--- src/rtl/ship_control_sequencer.sv ---
`timescale 1ns/1ps
// ship_control_sequencer
// Frame-synchronous sequencer for the player ship. It synchronises the raw
// buttons, derives one tick per video frame from vPos, and issues one-cycle
// left/right step pulses and fire launch pulses on frame ticks.
// Optional feature macro: SHIP_AUTOREPEAT_EN (held-direction auto-repeat).
// Without the macro a held direction steps once per press.
// Handshake: left/right/fire are single-cycle strobes with no back-pressure;
// the consumer must act in the cycle a strobe is high. laserX is a level that
// changes only on the edge that raises fire.
module ship_control_sequencer #(
    parameter int SCREEN_HEIGHT = 480,
    parameter int SCREEN_WIDTH  = 640,
    parameter int REPEAT_DELAY  = 15,
    parameter int REPEAT_PERIOD = 4,
    parameter int FIRE_COOLDOWN = 20
) (
    input  logic       clk,
    input  logic       reset,
    input  logic       btnLeft,
    input  logic       btnRight,
    input  logic       btnFire,
    input  logic [9:0] vPos,
    input  logic [9:0] gunPosition,
    input  logic       laserActive,
    output logic       left,
    output logic       right,
    output logic       fire,
    output logic [9:0] laserX,
    output logic [1:0] move_state_dbg
);

    localparam int REPEAT_MAX = (REPEAT_DELAY > REPEAT_PERIOD) ? REPEAT_DELAY : REPEAT_PERIOD;
    localparam int CNT_W      = (REPEAT_MAX > 1) ? $clog2(REPEAT_MAX) : 1;
    localparam int COOL_W     = $clog2(FIRE_COOLDOWN + 1);

`ifdef SHIP_AUTOREPEAT_EN
    typedef enum logic [1:0] {S_IDLE = 2'd0, S_DELAY = 2'd1, S_REPEAT = 2'd2} move_state_t;
`else
    typedef enum logic [1:0] {S_IDLE = 2'd0, S_HOLD = 2'd1} move_state_t;
`endif

    // Bit order of the button vectors: [0]=left, [1]=right, [2]=fire.
    logic [2:0]        btn_meta_q, btn_meta_d;
    logic [2:0]        btn_sync_q, btn_sync_d;
    logic              end_zone_q, end_zone_d;
    logic              frame_tick_q, frame_tick_d;
    move_state_t       state_q, state_d;
    logic              dir_q, dir_d;        // 1 = right, 0 = left
    logic [CNT_W-1:0]  cnt_q, cnt_d;
    logic [COOL_W-1:0] cool_q, cool_d;
    logic              left_q, left_d;
    logic              right_q, right_d;
    logic              fire_q, fire_d;
    logic [9:0]        laser_x_q, laser_x_d;

    logic s_l, s_r, s_f, dir_valid, cur_dir;

    assign s_l       = btn_sync_q[0];
    assign s_r       = btn_sync_q[1];
    assign s_f       = btn_sync_q[2];
    // Both buttons held is treated as no direction at all.
    assign dir_valid = s_l ^ s_r;
    assign cur_dir   = s_r;

    // Two-stage synchroniser and frame-tick edge detector.
    always_comb begin
        btn_meta_d   = {btnFire, btnRight, btnLeft};
        btn_sync_d   = btn_meta_q;
        end_zone_d   = (vPos == 10'(SCREEN_HEIGHT));
        frame_tick_d = end_zone_d & ~end_zone_q;
    end

    // Move FSM: next state and step pulses, evaluated only on frame ticks.
    always_comb begin
        state_d = state_q;
        dir_d   = dir_q;
        cnt_d   = cnt_q;
        left_d  = 1'b0;
        right_d = 1'b0;
        if (frame_tick_q) begin
            case (state_q)
                S_IDLE: begin
                    if (dir_valid) begin
                        left_d  = ~cur_dir;
                        right_d = cur_dir;
                        dir_d   = cur_dir;
`ifdef SHIP_AUTOREPEAT_EN
                        cnt_d   = CNT_W'(REPEAT_DELAY - 1);
                        state_d = S_DELAY;
`else
                        state_d = S_HOLD;
`endif
                    end
                end
`ifdef SHIP_AUTOREPEAT_EN
                S_DELAY, S_REPEAT: begin
                    // A reversal drops to IDLE first; it is stepped next tick.
                    if (!dir_valid || (cur_dir != dir_q)) begin
                        state_d = S_IDLE;
                    end else if (cnt_q != '0) begin
                        cnt_d = cnt_q - CNT_W'(1);
                    end else begin
                        left_d  = ~dir_q;
                        right_d = dir_q;
                        cnt_d   = CNT_W'(REPEAT_PERIOD - 1);
                        state_d = S_REPEAT;
                    end
                end
`else
                S_HOLD: begin
                    if (!dir_valid || (cur_dir != dir_q)) begin
                        state_d = S_IDLE;
                    end
                end
`endif
                default: state_d = S_IDLE;
            endcase
        end
    end

    // Fire cooldown and launch-position capture, evaluated on frame ticks.
    always_comb begin
        cool_d    = cool_q;
        fire_d    = 1'b0;
        laser_x_d = laser_x_q;
        if (frame_tick_q) begin
            if (cool_q != '0) begin
                cool_d = cool_q - COOL_W'(1);
            end else if (s_f && !laserActive) begin
                fire_d    = 1'b1;
                laser_x_d = gunPosition;
                cool_d    = COOL_W'(FIRE_COOLDOWN);
            end
        end
    end

    // Synchroniser and frame-tick registers.
    always_ff @(posedge clk or posedge reset) begin
        if (reset) begin
            btn_meta_q   <= '0;
            btn_sync_q   <= '0;
            end_zone_q   <= 1'b0;
            frame_tick_q <= 1'b0;
        end else begin
            btn_meta_q   <= btn_meta_d;
            btn_sync_q   <= btn_sync_d;
            end_zone_q   <= end_zone_d;
            frame_tick_q <= frame_tick_d;
        end
    end

    // Move FSM state, direction latch, repeat counter and step outputs.
    always_ff @(posedge clk or posedge reset) begin
        if (reset) begin
            state_q <= S_IDLE;
            dir_q   <= 1'b0;
            cnt_q   <= '0;
            left_q  <= 1'b0;
            right_q <= 1'b0;
        end else begin
            state_q <= state_d;
            dir_q   <= dir_d;
            cnt_q   <= cnt_d;
            left_q  <= left_d;
            right_q <= right_d;
        end
    end

    // Fire cooldown counter, fire strobe and captured launch X.
    always_ff @(posedge clk or posedge reset) begin
        if (reset) begin
            cool_q    <= '0;
            fire_q    <= 1'b0;
            laser_x_q <= 10'(SCREEN_WIDTH / 2);
        end else begin
            cool_q    <= cool_d;
            fire_q    <= fire_d;
            laser_x_q <= laser_x_d;
        end
    end

    assign left           = left_q;
    assign right          = right_q;
    assign fire           = fire_q;
    assign laserX         = laser_x_q;
    assign move_state_dbg = state_q;

endmodule
--- config.mk ---
export PLATFORM = sky130hd
export DESIGN_NAME = ship_control_sequencer
export DESIGN_NICKNAME = d
export VERILOG_FILES = /design/src/rtl/ship_control_sequencer.sv
export SDC_FILE = /design/constraint.sdc
export NUM_CORES = 1
export LEC_CHECK = 0
export ABC_AREA = 0
export CAP_MARGIN = 20
export CORE_ASPECT_RATIO = 1.4
export CORE_UTILIZATION = 40
export DETAILED_ROUTE_END_ITERATION = 8
export GPL_TIMING_DRIVEN = 0
export HOLD_SLACK_MARGIN = 0.08
export PLACE_DENSITY_LB_ADDON = 0.25
export SLEW_MARGIN = 10
export SYNTH_ARGS = -nofsm -noshare
export SYNTH_HDL_FRONTEND = slang
export SYNTH_SLANG_ARGS = --single-unit
--- constraint.sdc ---
create_clock -name clk -period 5.5 [get_ports clk]
set_input_delay 0.825 -clock clk [delete_from_list [all_inputs] [get_ports clk]]
set_output_delay 0.825 -clock clk [all_outputs]
set_load 0.01 [all_outputs]
======== After elaboration in Yosys (flattened, before gate mapping) ========
Index checks and enable logic that the tools add are counted.
storage, ports and cells
  register bits ........................... 29
  input port bits ......................... 26
  word-level logic and storage cells ...... 47
cells by class
  $add $sub $neg .......................... 1
  equal/unequal tests ..................... 5
  mux-type cells .......................... 14
  bitwise gates (word level) .............. 5
  reduce and logical (&&, ||, !) cells .... 11
operators with widths
  cell                                               number
  == test 10 x 9 -> 1 bit (second input constant)    1
  2-to-1 mux 5 bit                                   2
  2-to-1 mux 1 bit                                   9
  AND reduction 3 bit                                3
  nonzero test 5 bit                                 1
  subtractor 5 x 1 -> 5 bit (second input constant)  1
  2-to-1 mux 2 bit                                   2
  != test 2 bit (second input constant)              2
  one-hot mux 2 bit (2 select lines)                 1
  NOT 1 bit                                          3
  == test 2 x 1 -> 1 bit (second input constant)     1
  zero test 1 bit                                    2
  zero test 2 bit                                    1
  AND reduction 2 bit                                1
  nonzero test 2 bit                                 1
  AND 1 bit                                          1
  logical AND 1 bit                                  1
  logical OR 1 bit                                   1
  != test 1 bit                                      1
  XOR 1 bit                                          1

======== Logic depth before layout (Yosys ltp) ========
Gate-level depths: netlist of run 1.
  depth in word-level cells ............... 5
  gate-level depth with buffers ........... 6

======== Worst setup path after synthesis of run 1 ========
No wires, ideal clock.
  kind .................................... register to register
  start ................................... register cool_q[0]
  end ..................................... register laser_x_q[0], in the netlist laserX[0]
  arrival time ............................ 1660 ps
  required time ........................... 5375 ps
  setup slack ............................. 3715 ps
  cell stages (with the launch flop) ...... 7
  buffers on the path ..................... 1
  cell sequence ........................... dfrtp_1 > inv_1 > ha_1 > or4b_4 > nor2_4 > buf_12 > mux2_4
between the ends
  cells in the longest elaborated chain, start to end .. 3
RTL lines
  item                           RTL line  source
  start, declared                51        logic [COOL_W-1:0] cool_q, cool_d;
  start signal, assigned         177       cool_q <= cool_d;
  nonzero test 5 bit             128       if (cool_q != '0) begin
  NOT 1 bit (no line)            n/a
  AND reduction 3 bit (no line)  n/a
  end signal, assigned           175       laser_x_q <= 10'(SCREEN_WIDTH / 2);
  end signal, assigned           179       laser_x_q <= laser_x_d;
  end, declared                  55        logic [9:0] laser_x_q, laser_x_d;
Every way passes these cells.
A chain may end at the register's enable or synchronous reset.

======== Worst setup path after layout of run 1 ========
  start ................................... register laser_x_q[8], in the netlist laserX[8]
  end ..................................... output port laserX[8]
RTL lines
  item           RTL line  source
  end, declared  29        output logic [9:0] laserX,
No word-level cell between the ends.

==> flow_summary.json, run 1 <==
{
  "status": "completed",
  "ctsResizeCount": 0,
  "min_period_ns": 2.23,
  "cp-endpoint": "laserX[8]",
  "synth_fp_nets": 110,
  "cp.required_ns": 4.68,
  "wirelength_mm": 1.92,
  "cts_buffers": 3,
  "first_pass_iters": 3,
  "critPathMaxFanout": 2,
  "die_w_um": 47.4,
  "die_area_mm2": 0.00311,
  "path_cells": "clkdlybuf4s50_1",
  "grt_pass1_vias": 788,
  "antenna_cells": 0,
  "crit_path_start_kind": "flip-flop",
  "detail_route.wl_per_cell_um": 11.9,
  "rsz0062_at_grt": "no",
  "overflow": 0,
  "chipHeight_um": 65.6,
  "finalSetupTns_ns": 0,
  "synth_top_cell_by_area": "dfrtp_1",
  "drv_cap": 0,
  "synth_commonest_cells": "26 x dfrtp_1, 9 x mux2_4, 7 x inv_1, 6 x nand2_1, 4 x o21ai_0",
  "htreeDepth": 1,
  "hold_violations": 0,
  "switching_share": 0.192,
  "vdd_drop_max_uv": 192,
  "io_buffers": 39,
  "cp.depth": 1,
  "final_cell_count_no_fill": 161,
  "nets": 155,
  "crit_family": "flip-flops",
  "ctsRootBufferMaster": "clkbuf_4",
  "powerDensity_mw_per_mm2": 203,
  "fmax_mhz": 449,
  "yosysMostFrequentCell": "dfrtp_1",
  "setup_violations": 0,
  "num_io_pins": 41,
  "rows": 22,
  "first_iter_violations": 6,
  "cts_tree": "built",
  "critPathArrivalTime_ns": 1.40,
  "crit_type": "flip-flop to primary output",
  "finalCritPeriodShare": 0.405,
  "finalWeightedCongestion": 0.741,
  "grt_max_degree": 29,
  "numPlacedInstances": 156,
  "ys_types": 27,
  "grt_usage": 0.159,
  "dp_hpwl_mm": 1.51,
  "drc": 0,
  "rrSetupSlack_ns": 3.62,
  "p_leak_uw": 0.000763,
  "synth.top_cell.area_share": 0.563,
  "critPathSlowestCell": "dfstp_2",
  "async_flop_share": 1.00,
  "synthTopCellsByArea": "dfrtp_1 56%, mux2_4 12%, dfstp_2 4.6%",
  "critical-path-max-stage-delay_ns": 0.55,
  "nFillCells": 221,
  "num_vias": 737,
  "synth_edf_count": 0,
  "clk_path_buf_depth": 2,
  "crit-reg2reg-launch": "cool_q[0]$_DFFE_PP0P_",
  "ant_nets": 0,
  "routed_via_density": 4.58,
  "holdCritPathClass": "flip-flop to flip-flop",
  "syn_area_mm2": 0.00115,
  "synth_cells": 81,
  "p_sw_uw": 64.1,
  "yosysWarningCount": 0,
  "avgSynthCellArea_um2": 14.3,
  "cts_sinks": 28,
  "r2r_cells": 6,
  "yosysSeqAreaShare": 0.609,
  "setup.worst_path.start": "laserX[8]$_DFFE_PP1P_",
  "insertion_delay_ns": 0.31,
  "drive_gt1_frac": 0.192,
  "worst-path-buf-inv": 1,
  "core_area_mm2": 0.00267,
  "clkPwrFrac": 0.280,
  "start_util": 0.433,
  "power_frac_comb": 0.086,
  "p_int_uw": 269,
  "worstReg2RegEnd": "laserX[9]$_DFFE_PP0P_",
  "grt_pass1_wl_mm": 3.51,
  "min_path_cells": 0,
  "clock_skew_ns": 0.00655,
  "grt_antenna_before_repair": 0,
  "cts_hold_buf": 0,
  "slew_viol_final": 0,
  "ys_ff_latch": 28,
  "seq_power_share": 0.634,
  "cp-end-kind": "primary output",
  "post-cts-setup-buffers": 0,
  "clk_pin_slew_ns": 0.14,
  "area_growth_syn_to_layout_pct": 42.1,
  "synthFlopType": "dfrtp_1"
}
-- how the worst min path moves through the flow --
stage                                        from                       to  slack, ns
after floorplan           btn_meta_q[0]$_DFF_PP0_  btn_sync_q[0]$_DFF_PP0_       0.33
after global placement    btn_meta_q[1]$_DFF_PP0_  btn_sync_q[1]$_DFF_PP0_       0.33
after detailed placement  btn_meta_q[2]$_DFF_PP0_  btn_sync_q[2]$_DFF_PP0_       0.34
after CTS                 btn_meta_q[2]$_DFF_PP0_  btn_sync_q[2]$_DFF_PP0_       0.37
after global routing      btn_meta_q[1]$_DFF_PP0_  btn_sync_q[1]$_DFF_PP0_       0.39
final                     btn_meta_q[2]$_DFF_PP0_  btn_sync_q[2]$_DFF_PP0_       0.37
-- cells in the final DEF (no fill, tap or decap), types with 2 or more instances in the layout --
| cell type | count |
|---|---|
| clkdlybuf4s50_1 | 39 |
| dfrtp_1 | 26 |
| mux2_4 | 9 |
| inv_1 | 7 |
| nand2_1 | 6 |
| o21ai_0 | 4 |
| ha_1 | 3 |
| clkbuf_4 | 3 |
| a21oi_1 | 2 |
| mux2_2 | 2 |
| mux2i_1 | 2 |
| and3b_1 | 2 |
| dfstp_2 | 2 |
-- power by group through the flow --
stage / registers [uW] / logic (uW) / clock network, uW
3_5_place_dp: 215 / 28.0 / 0
3_3_place_gp: 215 / 26.9 / 0
6_report: 211 / 28.7 / 93.4
2_1_floorplan: 214 / 7.71 / 0
4_1_cts: 211 / 28.1 / 98.8
5_1_grt: 212 / 32.1 / 106
-- logic make-up (layout without fill, tap and decap cells) --
family	count (synthesis)	count (layout)	share of synthesized area
adders and majority gates	3	3	0.0325
buffers and inverters	9	53	0.0466
DFF	28	28	0.609
muxes	13	13	0.154
xor gates and xnor gates	1	1	0.00759
AOI/OAI and AO/OA	7	7	0.0325
and+or+nand+nor	19	19	0.115
other	1	1	0.00325
-- per-stage QoR --
step | total power (uW) | cell area (um^2) | setup WS (ns) | hold WS, ns | utilization
final | 333 | 1640 | 3.27 | 0.375 | 0.615
after detailed placement | 243 | 1590 | 3.22 | 0.339 | 0.596
after global placement | 242 | 1590 | 3.22 | 0.334 | 0.596
after CTS | 338 | 1630 | 3.25 | 0.372 | 0.609
after floorplan | 222 | 1150 | 3.71 | 0.331 | -
after global routing | 350 | 1640 | 3.20 | 0.394 | 0.615
-- sequential cells by signal, indices dropped and copies added, names as in the netlist --
register / flops
btn_meta_q: 3
btn_sync_q: 3
cool_q: 5
dir_q: 1
end_zone_q: 1
fire: 1
frame_tick_q: 1
laserX: 10
left: 1
move_state_dbg: 1
right: 1
-- layer usage --
| metal | routed length (um) | track usage | vias up |
|---|---|---|---|
| met4 | 17 | 0.0429 | 0 |
| li1 | - | - | 361 |
| met5 | 0 | 0 | - |
| met3 | 162 | 0.0495 | 2 |
| met2 | 972 | 0.253 | 34 |
| met1 | 769 | 0.203 | 340 |
-- area by class of cell --
type | count | area (um^2) | area share
inverter | 7 | 26.3 | 0.0160
clock buffer | 4 | 36.3 | 0.0221
multi-input combinational | 44 | 398 | 0.242
sequential | 28 | 703 | 0.428
timing repair buffer | 40 | 405 | 0.247
buffer | 2 | 27.5 | 0.0168
tap | 36 | 45.0 | 0.0274
Power figures use the tool's default switching activity.
==> run 2, diff against run 1 <==
Settings changed: CORE_UTILIZATION 40 to 39.
Clock period 5.5 ns to 2 ns, I/O delays scaled along.
==> run 2 against run 1 <==
  * Non-clock buffer count unchanged
  * Register-to-register slack got worse by 3.5 ns
  * Global-route usage decreased by 1.3 points
  * Wire length unchanged
  * Cell count increased by 0.62%
  * Sequential power increased to 2.7 times the previous value
  * Largest cell class unchanged
==> flow_summary.json, run 2 (synthesized netlist as in run 1, its figures left out) <==
{
  "fmax_mhz": 530,
  "min_period_ns": 1.89,
  "final_common_cell": "clkdlybuf4s50_1",
  "clock_skew_ns": 0.00175,
  "drv_cap": 0,
  "critPathArrivalTime_ns": 2.04,
  "cts_sinks": 28,
  "nets": 155,
  "overflow": 0,
  "grt.met2_usage": 0.216,
  "p_sw_uw": 187,
  "clkPwrFrac": 0.311,
  "multi_input_area_um2": 398,
  "drive_gt1_frac": 0.184,
  "rsz0062_at_grt": "no",
  "dp_hpwl_mm": 1.43,
  "ctsResizeCount": 0,
  "detail_route.wl_per_cell_um": 11.9,
  "critPathMaxFanout": 10,
  "power_frac_comb": 0.085,
  "cts_buffers": 3,
  "num_io_pins": 41,
  "grt_antenna_before_repair": 0,
  "grt_usage": 0.146,
  "setup_violations": 0,
  "switching_share": 0.194,
  "start_util": 0.405,
  "place_area_mm2": 0.00159,
  "gr-max-usage-layer": "met2",
  "grt_pass1_vias": 789,
  "nFillCells": 223,
  "die_area_mm2": 0.00319,
  "hold_violations": 0,
  "final_cell_area_mm2": 0.00166,
  "p_leak_uw": 0.000770,
  "rows": 23,
  "grt_pass1_wl_mm": 3.24,
  "htreeDepth": 1,
  "cp-end-kind": "flip-flop",
  "finalWeightedCongestion": 0.750,
  "slew_viol_final": 0,
  "clk_path_buf_depth": 2,
  "powerDensity_mw_per_mm2": 577,
  "p_int_uw": 773,
  "layout_common_cells": "39 x clkdlybuf4s50_1, 26 x dfrtp_1, 9 x mux2_4, 7 x inv_1, 6 x nand2_1",
  "largest_register_ffs": 10,
  "crit_path_start_kind": "flip-flop",
  "cts_tree": "built",
  "die_w_um": 48.0,
  "crit_type": "flip-flop to flip-flop",
  "status": "completed",
  "seq_area_um2": 703,
  "post-cts-setup-buffers": 0,
  "clk_pin_slew_ns": 0.08,
  "seq_power_share": 0.604,
  "r2r_cells": 6,
  "ant_nets": 0,
  "grt_max_degree": 29,
  "gr-usage-met1": 0.195,
  "core_area_mm2": 0.00285,
  "first_iter_violations": 17,
  "grt_util_met3": 0.0246,
  "vdd_drop_max_uv": 423,
  "area_growth_syn_to_layout_pct": 44.1,
  "cp.required_ns": 2.16,
  "finalCritPeriodShare": 0.943,
  "chipHeight_um": 66.4,
  "antenna_cells": 0,
  "wirelength_mm": 1.92,
  "io_buffers": 39,
  "first_pass_iters": 3,
  "ctsRootBufferMaster": "clkbuf_8",
  "finalSetupTns_ns": 0,
  "num_vias": 767,
  "holdCritPathClass": "input port to asynchronous set/reset pin",
  "routed_via_density": 4.73,
  "drc": 0,
  "cts_hold_buf": 0,
  "insertion_delay_ns": 0.26
}
## run 2: worst max-delay path: stages, from the launching register on
cell	delay, ns
dfrtp_1	0.42
inv_1	0.07
ha_1	0.15
or4b_4	0.51
nor2_4	0.17
buf_12	0.16
mux2_4	0.30
## run 2: path summary, 6_finish.rpt
kind | end | slack [ns] | from
min in group clk | btn_sync_q[0]$_DFF_PP0_ | 0.35 | btn_meta_q[0]$_DFF_PP0_
hold reg to reg | btn_sync_q[0]$_DFF_PP0_ | 0.35 | btn_meta_q[0]$_DFF_PP0_
setup / recovery | laserX[5]$_DFFE_PP0P_ | 0.11 | cool_q[0]$_DFFE_PP0P_
hold / removal | btn_sync_q[0]$_DFF_PP0_ | 0.34 | reset
setup reg to reg | laserX[5]$_DFFE_PP0P_ | 0.11 | cool_q[0]$_DFFE_PP0P_
max in group asynchronous | laserX[8]$_DFFE_PP1P_ | 1.14 | reset
## run 2: area by class of cell
cell class | instances | share of cell area
Buffer | 2 | 0.0165
Clock buffer | 4 | 0.0271
Inverter | 7 | 0.0158
Multi-Input combinational cell | 44 | 0.239
Sequential cell | 28 | 0.423
Tap cell | 37 | 0.0278
Timing Repair Buffer | 40 | 0.251
## run 2: power groups by stage
stage | Clock [uW] | Combinational (uW) | Sequential (uW)
after floorplan | 0 | 21.2 | 590
after global placement | 0 | 73.7 | 590
after detailed placement | 0 | 76.9 | 591
after CTS | 313 | 76.7 | 580
after global routing | 334 | 90.5 | 581
final | 299 | 81.7 | 580
## run 2: routing by layer
metal  vias to the layer above  routed length (um)
met5                         -                   0
met1                       378                 803
li1                        360                   -
met3                         4                  72
met4                         0                  47
met2                        25                 998
## run 2: through the flow
stage / power, uW / util / setup slack (ns) / hold slack, ns / cells
final: 960 / 0.584 / 0.115 / 0.336 / 162
after floorplan: 611 / - / 0.215 / 0.331 / 81
after global routing: 1010 / 0.584 / 0.0366 / 0.359 / 162
after CTS: 970 / 0.574 / 0.101 / 0.358 / 161
after detailed placement: 668 / 0.559 / 0.113 / 0.336 / 157
after global placement: 664 / 0.559 / 0.148 / 0.333 / 157
